### src/rtl/tft_seq_pkg.sv
// rtl/tft_seq_pkg.sv - shared state encoding, default delays and helpers for the TFT power sequencer
package tft_seq_pkg;

    typedef enum logic [3:0] {
        ST_OFF     = 4'd0,
        ST_UP_TFT  = 4'd1,
        ST_UP_VID  = 4'd2,
        ST_UP_DISP = 4'd3,
        ST_UP_LED  = 4'd4,
        ST_ON      = 4'd5,
        ST_DN_LED  = 4'd6,
        ST_DN_DISP = 4'd7,
        ST_DN_VID  = 4'd8,
        ST_DN_TFT  = 4'd9
    } seq_state_t;

    localparam int DEF_CNT_W  = 16;
    localparam int DEF_T_PWR  = 4;
    localparam int DEF_T_VID  = 2;
    localparam int DEF_T_DISP = 2;
    localparam int DEF_T_LED  = 2;

    // A zero delay still occupies one cycle, so its reload value is 0 like a delay of 1.
    function automatic int step_reload(input int t);
        return (t < 1) ? 0 : t - 1;
    endfunction

    function automatic logic is_step(input seq_state_t s);
        return !(s == ST_OFF || s == ST_ON);
    endfunction

endpackage

### src/rtl/seq_delay_timer.sv
// rtl/seq_delay_timer.sv - loadable down-counter that flags the end of a sequencer step
module seq_delay_timer
    import tft_seq_pkg::*;
#(
    parameter int CNT_W = DEF_CNT_W
) (
    input  logic             clk_out,
    input  logic             rst_n,
    input  logic             load,
    input  logic [CNT_W-1:0] load_val,
    input  logic             dec,
    output logic             zero
);

    logic [CNT_W-1:0] cnt;

    always_ff @(posedge clk_out) begin
        if (!rst_n) begin
            cnt <= '0;
        end else if (load) begin
            cnt <= load_val;
        end else if (dec && cnt != '0) begin
            cnt <= cnt - 1'b1;
        end
    end

    assign zero = (cnt == '0);

endmodule

### src/rtl/tft_power_sequencer.sv
// rtl/tft_power_sequencer.sv - ordered TFT power-up/down sequencer; TFT_BACKLIGHT_PWM_EN adds backlight PWM
module tft_power_sequencer
    import tft_seq_pkg::*;
#(
    parameter int CNT_W  = DEF_CNT_W,
    parameter int T_PWR  = DEF_T_PWR,
    parameter int T_VID  = DEF_T_VID,
    parameter int T_DISP = DEF_T_DISP,
    parameter int T_LED  = DEF_T_LED
) (
    input  logic       clk_out,
    input  logic       rst_n,
    input  logic       on_req,
`ifdef TFT_BACKLIGHT_PWM_EN
    input  logic [7:0] brightness,
`endif
    output logic       TFT_en,
    output logic       de_en,
    output logic       rgb_en,
    output logic       pixel_en,
    output logic       en_sync,
    output logic       disp_en,
    output logic       led_en,
    output logic       ready,
    output logic       busy
);

    seq_state_t       state, next_state;
    logic             step_done;
    logic             timer_load;
    logic [CNT_W-1:0] load_val;
    logic             tft_d, vid_d, disp_d, led_d, ready_d, busy_d;
    logic             tft_q, vid_q, disp_q, led_q;

    seq_delay_timer #(.CNT_W(CNT_W)) u_timer (
        .clk_out  (clk_out),
        .rst_n    (rst_n),
        .load     (timer_load),
        .load_val (load_val),
        .dec      (is_step(state)),
        .zero     (step_done)
    );

    // Enables and status are registered from the decoded next state.
    always_ff @(posedge clk_out) begin
        if (!rst_n) begin
            state  <= ST_OFF;
            tft_q  <= 1'b0;
            vid_q  <= 1'b0;
            disp_q <= 1'b0;
            led_q  <= 1'b0;
            ready  <= 1'b0;
            busy   <= 1'b0;
        end else begin
            state  <= next_state;
            tft_q  <= tft_d;
            vid_q  <= vid_d;
            disp_q <= disp_d;
            led_q  <= led_d;
            ready  <= ready_d;
            busy   <= busy_d;
        end
    end

    // Dropping on_req aborts an up step into its mirror down step; down steps ignore on_req.
    always_comb begin
        next_state = state;
        case (state)
            ST_OFF:     if (on_req)         next_state = ST_UP_TFT;
            ST_UP_TFT:  if (!on_req)        next_state = ST_DN_TFT;
                        else if (step_done) next_state = ST_UP_VID;
            ST_UP_VID:  if (!on_req)        next_state = ST_DN_VID;
                        else if (step_done) next_state = ST_UP_DISP;
            ST_UP_DISP: if (!on_req)        next_state = ST_DN_DISP;
                        else if (step_done) next_state = ST_UP_LED;
            ST_UP_LED:  if (!on_req)        next_state = ST_DN_LED;
                        else if (step_done) next_state = ST_ON;
            ST_ON:      if (!on_req)        next_state = ST_DN_LED;
            ST_DN_LED:  if (step_done)      next_state = ST_DN_DISP;
            ST_DN_DISP: if (step_done)      next_state = ST_DN_VID;
            ST_DN_VID:  if (step_done)      next_state = ST_DN_TFT;
            ST_DN_TFT:  if (step_done)      next_state = ST_OFF;
            default:                        next_state = ST_OFF;
        endcase
    end

    always_comb begin
        timer_load = (next_state != state) && is_step(next_state);
        load_val   = '0;
        case (next_state)
            ST_UP_TFT,  ST_DN_TFT:  load_val = CNT_W'(step_reload(T_PWR));
            ST_UP_VID,  ST_DN_VID:  load_val = CNT_W'(step_reload(T_VID));
            ST_UP_DISP, ST_DN_DISP: load_val = CNT_W'(step_reload(T_DISP));
            ST_UP_LED,  ST_DN_LED:  load_val = CNT_W'(step_reload(T_LED));
            default:                load_val = '0;
        endcase
    end

    always_comb begin
        tft_d   = 1'b0;
        vid_d   = 1'b0;
        disp_d  = 1'b0;
        led_d   = 1'b0;
        ready_d = (next_state == ST_ON);
        busy_d  = is_step(next_state);
        case (next_state)
            ST_UP_TFT, ST_DN_VID: tft_d = 1'b1;
            ST_UP_VID, ST_DN_DISP: begin
                tft_d = 1'b1;
                vid_d = 1'b1;
            end
            ST_UP_DISP, ST_DN_LED: begin
                tft_d  = 1'b1;
                vid_d  = 1'b1;
                disp_d = 1'b1;
            end
            ST_UP_LED, ST_ON: begin
                tft_d  = 1'b1;
                vid_d  = 1'b1;
                disp_d = 1'b1;
                led_d  = 1'b1;
            end
            default: ;
        endcase
    end

    assign TFT_en   = tft_q;
    assign de_en    = vid_q;
    assign rgb_en   = vid_q;
    assign pixel_en = vid_q;
    assign en_sync  = vid_q;
    assign disp_en  = disp_q;

`ifdef TFT_BACKLIGHT_PWM_EN
    logic [7:0] pwm_cnt;

    always_ff @(posedge clk_out) begin
        if (!rst_n) begin
            pwm_cnt <= '0;
        end else begin
            pwm_cnt <= pwm_cnt + 8'd1;
        end
    end

    assign led_en = led_q & (pwm_cnt < brightness);
`else
    assign led_en = led_q;
`endif

endmodule
### config.mk
export PLATFORM = sky130hd
export DESIGN_NAME = tft_power_sequencer
export DESIGN_NICKNAME = d
export VERILOG_FILES = /design/src/rtl/tft_seq_pkg.sv /design/src/rtl/seq_delay_timer.sv /design/src/rtl/tft_power_sequencer.sv
export SDC_FILE = /design/constraint.sdc
export NUM_CORES = 1
export LEC_CHECK = 0
export BUFFER_PORTS_ARGS = -buffer_cell sky130_fd_sc_hd__buf_2
export CORE_MARGIN = 4
export CORE_UTILIZATION = 27
export DETAILED_ROUTE_END_ITERATION = 16
export HOLD_SLACK_MARGIN = 0.02
export PLACE_DENSITY_LB_ADDON = 0.12
export SYNTH_ARGS = -nofsm -noshare
export SYNTH_HDL_FRONTEND = slang
export SYNTH_SLANG_ARGS = --single-unit
### constraint.sdc
create_clock -name clk_out -period 2.4 [get_ports clk_out]
set_clock_uncertainty 0.05 [all_clocks]
set_input_delay 0.48 -clock clk_out [delete_from_list [all_inputs] [get_ports clk_out]]
set_output_delay 0.48 -clock clk_out [all_outputs]
set_load 0.02 [all_outputs]
**After elaboration in Yosys (flattened, before gate mapping)**

Memories as Yosys holds them, arrays and structs flattened.
Cells that the tools add are included.

- Add/sub/neg operators: 1
- Multipliers: 0
- Divide/modulo/power cells: 0
- Magnitude comparators: 0
- Equality and inequality tests: 18
- Shifts and indexed selects: 0
- Mux-type cells: 21
- Bitwise gates (word level): 0
- Reductions and logical operators: 15

Operator list:

| cell | count |
|---|---|
| $mux W4 | 14 |
| $pmux W4 S10 | 1 |
| $eq A4 B3 Y1 const B | 8 |
| $mux W16 | 2 |
| $eq A4 B2 Y1 const B | 4 |
| $logic_not A16 Y1 | 1 |
| $reduce_bool A16 Y1 | 1 |
| $sub A16 B1 Y16 const B | 1 |
| $eq A4 B4 Y1 const B | 3 |
| $eq A4 B1 Y1 const B | 2 |
| $logic_not A4 Y1 | 2 |
| $reduce_or A8 Y1 | 1 |
| $reduce_or A6 Y1 | 1 |
| $mux W1 | 4 |
| $ne A4 B4 Y1 | 1 |
| $reduce_or A4 Y1 | 1 |
| $logic_and A1 B1 Y1 | 2 |
| $logic_not A1 Y1 | 2 |
| $logic_or A1 B1 Y1 | 2 |
| $reduce_bool A2 Y1 | 1 |
| $reduce_or A2 Y1 | 1 |

- Register bits after elaboration: 26
- Latch bits: 0
- RAM bits: 0
- ROM bits: 32
- Input port bits: 3
- Output and inout port bits: 9
- Word-level logic and storage cells: 64
- Memories kept: 1

Memories:

| memory | depth | width | rd ports | clocked after Yosys merged registers in | write ports | RTL line | RTL |
|---|---|---|---|---|---|---|---|
| (no name shown) | 16 | 2 | 1 | 0 | 0 | tft_power_sequencer.sv:90 | `case (next_state)` |

**Logic depth before layout (Yosys ltp)**

Gate-level depths: netlist of the first run.

- Depth after elaboration: 9
- Depth in mapped cells: 9
- Depth with buffers taken out: 8

**By module**

Synthesis of the first run repeated with hierarchy kept, for this count alone.

- Cell total of the unflattened synthesis: 200
- Area total of the unflattened synthesis: 1,587.8 um^2

Modules (own cells, without submodules):

| module | instances | cells an instance | area an instance (um^2) | seq. area each (um^2) |
|---|---|---|---|---|
| seq_delay_timer | 1 | 114 | 922.1 | 320.3 |
| tft_power_sequencer | 1 | 86 | 665.6 | 200.2 |

**Worst setup path before layout of the first run**

Ideal clock, no wire load.

- Kind: reg-to-reg
- Start: register u_timer.cnt[0]
- End: register u_timer.cnt[15]
- Library setup time: 128 ps
- Arrival: 1,987 ps
- Data required time: 2,222 ps
- Slack: 235 ps
- Cell stages (with the launch flop): 10
- Buffers on the path: 1
- Period minus slack after synthesis: 2,165 ps
- Cell sequence: dfxtp_1 -> inv_1 -> ha_1 -> nor3b_1 -> and4_4 -> or4_1 -> buf_2 -> nor4_2 -> xnor2_1 -> nor2_1

- Cells in the longest elaborated chain, start to end: 9
- Elaborated cells between the ends (all ways): 26
- Those cells by class: add/sub (1); eq/ne (2); mux (15); reduce/logical (8)

RTL lines:

| item | RTL line | RTL |
|---|---|---|
| from (decl) | seq_delay_timer.sv:15 | `logic [CNT_W-1:0] cnt;` |
| from (signal assigned) | seq_delay_timer.sv:21 | `cnt <= load_val;` |
| from (signal assigned) | seq_delay_timer.sv:23 | `cnt <= cnt - 1'b1;` |
| $logic_not A16 Y1 | seq_delay_timer.sv:27 | `assign zero = (cnt == '0);` |
| $mux W4, on equally long branches (2 in a row) | n/a |  |
| $pmux W4 S10 | tft_power_sequencer.sv:68 | `case (state)` |
| $eq A4 B3 Y1 / $logic_not A4 Y1 (equally long branches) | tft_seq_pkg.sv:29 | `return !(s == ST_OFF \|\| s == ST_ON);` |
| $logic_or A1 B1 Y1 | tft_seq_pkg.sv:29 |  |
| $logic_not A1 Y1 | tft_seq_pkg.sv:29 |  |
| $logic_and A1 B1 Y1 | tft_power_sequencer.sv:88 | `timer_load = (next_state != state) && is_step(next_state);` |
| $mux W16 / $reduce_bool A2 Y1 (equally long branches) | n/a |  |

Several ways; a longest one is shown, not always the timed one. The select of a mux whose other input is x is not followed.
A chain may end at the register's enable or synchronous reset.

**Final worst setup path of the first run**

Same ends and word-level chain as after synthesis.

==> impl_metrics.py, run 1 <==
metrics = {
    "run_status": {
        "outcome": "complete, no violations",
    },
    "die": {
        "dieArea_um2": 6480,
        "die_w_um": 80.5,
        "die_y_um": 80.5,
        "pin_count": 12,
        "rows": 26,
        "initial_utilization_pct": 27.8,
        "core_area_um2": 5110,
    },
    "clocking": {
        "clkTransAtPathRegs_ns": 0.10,
        "cts_buffer_depth": 2,
        "clk_latency_ns": 0.27,
        "clkSinkCount": 26,
        "cts_hold_buf": 0,
        "cts_buffers": 3,
        "cts_tree": "built",
        "h-tree-depth": 1,
        "cts_setup_buffers": 0,
        "cts_root_buf": "clkbuf_8",
        "post_cts_resized": 1,
    },
    "finish": {
        "regArea_um2": 520,
        "fill_cells": 560,
        "layout.nets": 189,
        "final_cell_mix": "nor2_1, dfxtp_1, buf_2",
        "synthToLayoutAreaGrowth_pct": 17.6,
        "fin_area_um2": 1670,
        "multi_input_area_um2": 837,
        "diodes": 0,
        "drive_gt1_share_pct": 19.6,
        "layout_commonest_cell": "nor2_1",
    },
    "setup_path": {
        "r2r_start": "u_timer.cnt[0]",
        "worstPathMaxFanout": 10,
        "reg2reg_depth": 8,
        "crit_path_end_kind": "flop",
        "start_kind": "flop",
        "cp.required_ns": 2.52,
        "worstSetupPathType": "reg2reg",
        "r2r-end": "u_timer.cnt[15]",
        "worstPathArrival_ns": 2.38,
        "timing.reg2reg.setup_slack_ns": 0.15,
    },
    "synthesis": {
        "syn_nets": 175,
        "synth-main-ff-cell": "dfxtp_1",
        "synth_top_area_share_pct": 36.7,
        "yosys_warnings": 0,
        "yosysSeqAreaShare_pct": 36.7,
        "netlist_area_um2": 1420,
        "yosys_register_bits": 26,
        "synth_top_area_cell": "dfxtp_1",
        "synth.avg_cell_area_um2": 8.30,
        "postSynthCellCount": 171,
        "async_flop_share_pct": 0,
        "synth_edf_count": 0,
        "synth_cell_type_count": 43,
        "synth_area_leaders": "dfxtp_1, nor2_1, xnor2_1",
    },
    "min_path": {
        "hp-start": "rst_n",
        "hold_class": "in2reg",
        "whs_endpoint": "state[0]",
        "holdPathStages": 2,
    },
    "sta": {
        "tightest_slew_ns": 0.411,
        "finalSetupTns_ns": 0,
        "setup_viol": 0,
        "final-hold-violation-count": 0,
        "layout_min_cycle_time_ns": 2.25,
        "max_freq_ghz": 0.444,
        "finalMaxSlewViolations": 0,
        "setup_slack_ns": 0.146,
        "fin_crit_sh_pct": 93.9,
        "rsz0062_at_grt": "false",
        "relSlewSlack_pct": 72.4,
    },
    "grt": {
        "grt_usage_pct": 10.5,
        "grt_pass1_vias": 1208,
        "grt_pass1_wl_um": 5410,
        "overflow": 0,
        "grt_start_max_net_pins": 16,
        "antenna_found_initial": 0,
    },
    "routing": {
        "avgViaCountPerCell": 4.81,
        "drc": 0,
        "drtIter0Drc": 61,
        "vias": 1222,
        "wl_um": 3140,
        "wl_per_cell_um": 12.3,
        "drt-pass1-iter-count": 4,
        "ant_nets": 0,
    },
    "place": {
        "pre_cts_ws_ns": 0.0164,
        "gp_congestion": 0.797,
        "placed_area_um2": 1570,
        "dp_hpwl_um": 2310,
        "numPortBuffers": 11,
    },
    "job": {
        "cap_violations": 0,
    },
}
-- worst max-delay path by stage --
stage / startpoint / to / slack [ns] / cells past startpoint
2_1_floorplan: u_timer.cnt[0] / u_timer.cnt[15] / 0.24 / 9
3_3_place_gp: u_timer.cnt[0] / u_timer.cnt[13] / 0.09 / 8
3_5_place_dp: u_timer.cnt[0] / u_timer.cnt[15] / 0.02 / 8
4_1_cts: u_timer.cnt[0] / busy / 0.03 / 8
5_1_grt: u_timer.cnt[0] / u_timer.cnt[15] / 0.01 / 8
6_report: u_timer.cnt[0] / u_timer.cnt[15] / 0.15 / 8
-- stage by stage --
stage	utilization (%)	instances	hold WS, ns
detailed placement	30.8	250	0.439
floorplan	-	171	0.407
CTS	32.3	254	0.424
finish	32.7	254	0.430
global route	32.7	254	0.439
global placement	30.8	250	0.432
-- worst max-delay path, cell delays in order, from the launching register on --
cell and delay, ns:
dfxtp_1 0.37, inv_1 0.06, ha_1 0.20, nor3b_2 0.18, and4_4 0.22, or4_4 0.60, nor4_2 0.28, xnor2_1 0.15
nor2_1 0.05
-- cell usage after synthesis (all sizes together) (2+ instances only) --
library cell / number
a211oi: 2
a21oi: 9
a311o: 2
and2: 3
buf: 7
clkbuf: 5
dfxtp: 26
inv: 6
mux2i: 6
nand2: 8
nand2b: 4
nor2: 33
nor3: 4
nor4: 6
o21ai: 8
o31ai: 2
or3: 2
or4: 4
xnor2: 10
xor2: 5
-- layout make-up --
cell class	instances	area share, %
sequential	26	31.2
multi-input combinational	127	50.1
inverter	6	1.35
clock buffer	3	2.47
clock inverter	1	1.80
tap	70	5.25
timing repair buffer	21	7.80
-- per-layer routing --
metal | part of all wire [%] | GRT usage [%]
met2 | 44 | 16.6
met1 | 51 | 13.9
met4 | 1.5 | 4.22
met5 | 0 | 0
met3 | 4.2 | 2.13
-- kinds of logic (layout without fill, tap and decap cells) --
kind of cell | count (synthesis) | after routing | share of synthesized area, %
adder cells (fa/ha/maj) | 1 | 1 | 0.882
XOR/XNOR | 15 | 15 | 9.26
flip-flops | 26 | 26 | 36.7
multiplexers | 6 | 6 | 4.23
buffers and inverters | 18 | 31 | 6.00
AND/OR/NAND/NOR | 72 | 72 | 27.3
AO/OA/AOI/OAI | 33 | 33 | 15.7
-- registers in the layout, summed over array words and instances (netlist names) --
signal and cells:
de_en 1, disp_en 1, u_timer.cnt 16, busy 1
state 4, ready 1, TFT_en 1, led_en 1
Power of run 1 is not shown: default switching activity piles up to over one toggle a cycle in this logic, so the estimate is an artifact.
==> run 2: changes to the inputs <==
Settings changed: CORE_UTILIZATION 27 to 50.
==> run 2 against run 1 <==
Net effect:
- critical path depth is the same
- worst setup slack got worse by 0.010 ns
- cell count down 16%
- non-clock buffer count shrank 2
==> impl_metrics.py, run 2 (synthesized netlist as in run 1, its figures left out) <==
metrics = {
    "clocking": {
        "cts_buffer_depth": 2,
        "cts_tree": "built",
        "cts_hold_buf": 0,
        "clk_latency_ns": 0.32,
        "clkTransAtPathRegs_ns": 0.14,
        "h-tree-depth": 1,
        "cts_buffers": 3,
        "clkSinkCount": 26,
        "cts_root_buf": "clkbuf_4",
    },
    "routing": {
        "drc": 0,
        "vias": 1224,
        "drtIter0Drc": 51,
        "ant_nets": 0,
        "avgViaCountPerCell": 5.75,
        "drt-pass1-iter-count": 4,
        "wl_um": 2890,
        "wl_per_cell_um": 13.6,
    },
    "finish": {
        "final_cell_mix": "nor2_1, dfxtp_1, buf_2",
        "largest_reg_flops": 16,
        "layout_commonest_cell": "nor2_1",
        "regMostFlops": "u_timer.cnt",
        "layout.nets": 187,
        "fin_cells": 213,
        "drive_gt1_share_pct": 18.7,
        "diodes": 0,
        "fill_cells": 242,
        "synthToLayoutAreaGrowth_pct": 11.2,
        "reg_top3": "u_timer.cnt x16, state x4",
        "fin_area_um2": 1580,
    },
    "sta": {
        "max_freq_ghz": 0.442,
        "finalMaxSlewViolations": 0,
        "tightest_slew_ns": 0.661,
        "setup_viol": 0,
        "finalSetupTns_ns": 0,
        "hold_slack_ns": 0.379,
        "fin_crit_sh_pct": 94.4,
        "rsz0062_at_grt": "false",
        "final-hold-violation-count": 0,
        "layout_min_cycle_time_ns": 2.26,
        "relSlewSlack_pct": 55.6,
    },
    "setup_path": {
        "cp.depth": 8,
        "worstPathCellList": "inv_1 -> ha_1 -> nor3b_2 -> and4_4 -> or4_4 -> nor4_2 -> xnor2_1 -> nor2_1",
        "critPathSlowestCell": "or4_4",
        "reg2reg_depth": 8,
        "worstPathArrival_ns": 2.43,
        "worstPathMaxFanout": 9,
        "crit_family": "simple AND/OR/NAND/NOR gates",
        "start_kind": "flop",
        "crit_path_end": "u_timer.cnt[13]",
        "r2r-end": "u_timer.cnt[13]",
        "slowest_delay_ns": 0.58,
        "cp.required_ns": 2.56,
        "r2r_start": "u_timer.cnt[0]",
        "crit_path_end_kind": "flop",
        "timing.reg2reg.setup_slack_ns": 0.14,
        "crit_buf_inv": 1,
        "worstSetupPathType": "reg2reg",
        "crit_path_start": "u_timer.cnt[0]",
    },
    "job": {
        "cap_violations": 0,
    },
    "run_status": {
        "outcome": "complete, no violations",
    },
    "die": {
        "die_w_um": 61.3,
        "die_y_um": 61.3,
        "core_area_um2": 2730,
        "pin_count": 12,
        "rows": 19,
        "initial_utilization_pct": 51.9,
        "dieArea_um2": 3750,
    },
    "place": {
        "dpl.cell_count": 208,
        "dp_hpwl_um": 2150,
        "placed_area_um2": 1500,
        "numPortBuffers": 11,
        "gp_congestion": 0.989,
    },
    "grt": {
        "overflow": 0,
        "grt_start_max_net_pins": 16,
        "grt_usage_pct": 18.1,
        "grt_pass1_vias": 1155,
        "antenna_found_initial": 0,
        "grt_pass1_wl_um": 5150,
    },
    "min_path": {
        "hold_class": "in2reg",
    },
}
## run 2: changes by cell type in the layout (fill, tap and decap cells not counted), sizes merged
cell	previous run	this run
buf	21	19
## run 2: worst min-delay path by stage
stage | depth (start not counted) | start | to | slack [ns]
after floorplan | 2 | u_timer.cnt[3] | u_timer.cnt[3] | 0.41
after global placement | 2 | u_timer.cnt[3] | u_timer.cnt[3] | 0.43
after detailed placement | 2 | u_timer.cnt[3] | u_timer.cnt[3] | 0.43
after CTS | 2 | rst_n | state[0] | 0.37
after global routing | 2 | rst_n | state[0] | 0.38
final | 2 | rst_n | state[0] | 0.38
## run 2: area by class of cell
| class | instances | area [µm²] | area share [%] |
|---|---|---|---|
| clock inverter | 1 | 30.0 | 1.90 |
| clock buffer | 3 | 22.5 | 1.43 |
| sequential | 26 | 520 | 33.0 |
| inverter | 6 | 22.5 | 1.43 |
| multi-input combinational | 127 | 828 | 52.5 |
| timing repair buffer | 19 | 115 | 7.30 |
| tap | 31 | 38.8 | 2.46 |
## run 2: metal layers
| metal | part of all wire (%) | vias to the layer above | global-route usage [%] |
|---|---|---|---|
| li1 | - | 621 | - |
| met1 | 47 | 563 | 23.7 |
| met2 | 46 | 34 | 29.5 |
| met3 | 5.7 | 6 | 4.19 |
| met4 | 1.5 | 0 | 5.57 |
| met5 | 0 | - | 0 |
## run 2: per-stage QoR
stage	utilization (%)	setup WS, ns
3_5_place_dp	55.0	0.0183
3_3_place_gp	55.0	0.0994
6_report	57.7	0.135
5_1_grt	57.7	0.0121
2_1_floorplan	-	0.235
4_1_cts	57.1	0.00787
## run 2: worst reg2reg max path: stages, from the launching register on
cell and delay (ns):
dfxtp_1 0.38, inv_1 0.06, ha_1 0.21, nor3b_2 0.19
and4_4 0.22, or4_4 0.58, nor4_2 0.26, xnor2_1 0.15
nor2_1 0.05
## run 2: repair_timing
action,4_1_cts,5_1_grt
pin swaps,0,1
gates resized for setup,1,2
setup buffers,0,1
endpoints found under the setup margin,1,8
Power of run 2 is left out for the same reason.
==> run 3: changes to the inputs <==
Settings changed: PLACE_DENSITY set to 0.69, PLACE_DENSITY_LB_ADDON 0.12 to unset, SETUP_SLACK_MARGIN set to 0.05.
==> run 3 against run 2 <==
Net effect:
- via count increased by 0.82%
- critical path type unchanged
- sequential share of layout area increased by 0.053 points
- cell count decreased by 0.47%
- worst setup slack improved by 0.0089 ns
- core utilization about the same
==> impl_metrics.py, run 3 (synthesized netlist as in run 1, its figures left out) <==
metrics = {
    "finish": {
        "fin_area_um2": 1580,
        "regMostFlops": "u_timer.cnt",
        "diodes": 0,
        "layout_commonest_cell": "nor2_1",
        "utilization_pct": 57.8,
        "layout.nets": 186,
        "largest_reg_flops": 16,
        "synthToLayoutAreaGrowth_pct": 11.3,
        "reg_top3": "u_timer.cnt x16, state x4",
        "drive_gt1_share_pct": 18.8,
        "fill_cells": 247,
        "final_cell_mix": "nor2_1, dfxtp_1, buf_2",
    },
    "clocking": {
        "clkTransAtPathRegs_ns": 0.13,
        "cts_buffer_depth": 2,
        "clk_latency_ns": 0.32,
        "clkSinkCount": 26,
        "cts_hold_buf": 0,
        "cts_tree": "built",
        "h-tree-depth": 1,
        "cts_root_buf": "clkbuf_4",
        "cts_buffers": 3,
    },
    "routing": {
        "drtIter0Drc": 61,
        "ant_nets": 0,
        "wl_per_cell_um": 13.5,
        "drt-pass1-iter-count": 4,
        "avgViaCountPerCell": 5.82,
        "vias": 1234,
        "drc": 0,
        "wl_um": 2860,
    },
    "grt": {
        "grt_usage_pct": 16.6,
        "overflow": 0,
        "antenna_found_initial": 0,
        "grt_pass1_vias": 1099,
        "grt_pass1_wl_um": 4690,
        "grt_start_max_net_pins": 16,
    },
    "setup_path": {
        "slowest_delay_ns": 0.59,
        "worstSetupPathType": "reg2reg",
        "crit_path_end_kind": "flop",
        "worstPathArrival_ns": 2.41,
        "worstPathMaxFanout": 13,
        "start_kind": "flop",
        "critPathSlowestCell": "or4_4",
        "worstPathCellList": "inv_1 -> ha_1 -> nor3b_4 -> and4_4 -> or4_4 -> nor4_2 -> xnor2_1 -> nor2_1",
        "cp.required_ns": 2.56,
    },
    "run_status": {
        "outcome": "complete, no violations",
    },
    "place": {
        "dp_hpwl_um": 2070,
        "placed_area_um2": 1490,
        "numPortBuffers": 11,
        "gp_congestion": 0.882,
    },
    "job": {
        "cap_violations": 0,
    },
    "sta": {
        "tightest_slew_ns": 0.660,
        "layout_min_cycle_time_ns": 2.26,
        "finalMaxSlewViolations": 0,
        "max_freq_ghz": 0.443,
        "fin_crit_sh_pct": 94.0,
        "hold_slack_ns": 0.388,
        "rsz0062_at_grt": "false",
        "final-hold-violation-count": 0,
        "relSlewSlack_pct": 55.6,
        "setup_viol": 0,
    },
    "die": {
        "die_y_um": 61.3,
        "core_area_um2": 2730,
        "initial_utilization_pct": 51.9,
        "pin_count": 12,
        "rows": 19,
        "dieArea_um2": 3750,
        "die_w_um": 61.3,
    },
    "min_path": {
        "hold_class": "in2reg",
    },
}
run 3: area by class of cell:
class | count | area (µm²) | area share, %
flip-flops and latches | 26 | 522 | 33.0
clock buffers | 4 | 36.3 | 2.30
inverters | 6 | 22.5 | 1.43
well taps | 31 | 38.8 | 2.46
repair buffers | 18 | 108 | 6.81
multi-input cells | 127 | 852 | 54.0
run 3: repair_timing:
action                                  4_1_cts  5_1_grt
resized for setup                             2        5
buffers inserted                              0        2
pin swaps                                     0        1
endpoints found under the setup margin        4        5
run 3: worst max-delay path: cells and delay by family, from the launching register on:
family | cells | cell delay [ns]
xor+xnor | 1 | 0.16
fa+ha+maj | 1 | 0.20
buf+inv | 1 | 0.05
flops | 1 | 0.37
simple gates | 5 | 1.32
run 3: final timing paths:
| path | to | cells after the start | slack, ns | start |
|---|---|---|---|---|
| worst min-delay path | state[0] | 2 | 0.39 | rst_n |
| worst max-delay path | u_timer.cnt[13] | 8 | 0.14 | u_timer.cnt[0] |
| worst min register to register | u_timer.cnt[3] | 2 | 0.49 | u_timer.cnt[3] |
| worst max register to register | u_timer.cnt[13] | 8 | 0.14 | u_timer.cnt[0] |
run 3: through the flow:
stage	cells	setup TNS (ns)	setup slack, ns
final	212	0	0.144
after floorplan	171	0	0.235
after global routing	212	0	0.0451
after detailed placement	206	-0.0452	-0.0452
after CTS	210	0	0.0823
after global placement	206	0	0.0912
run 3: routing by layer:
| metal | track usage [%] | vias to the layer above | routed length (µm) |
|---|---|---|---|
| li1 | - | 617 | - |
| met1 | 21.7 | 592 | 1320 |
| met2 | 27.2 | 23 | 1410 |
| met3 | 4.40 | 2 | 117 |
| met4 | 4.02 | 0 | 17 |
| met5 | 0 | - | 0 |
Power of run 3 is left out for the same reason.
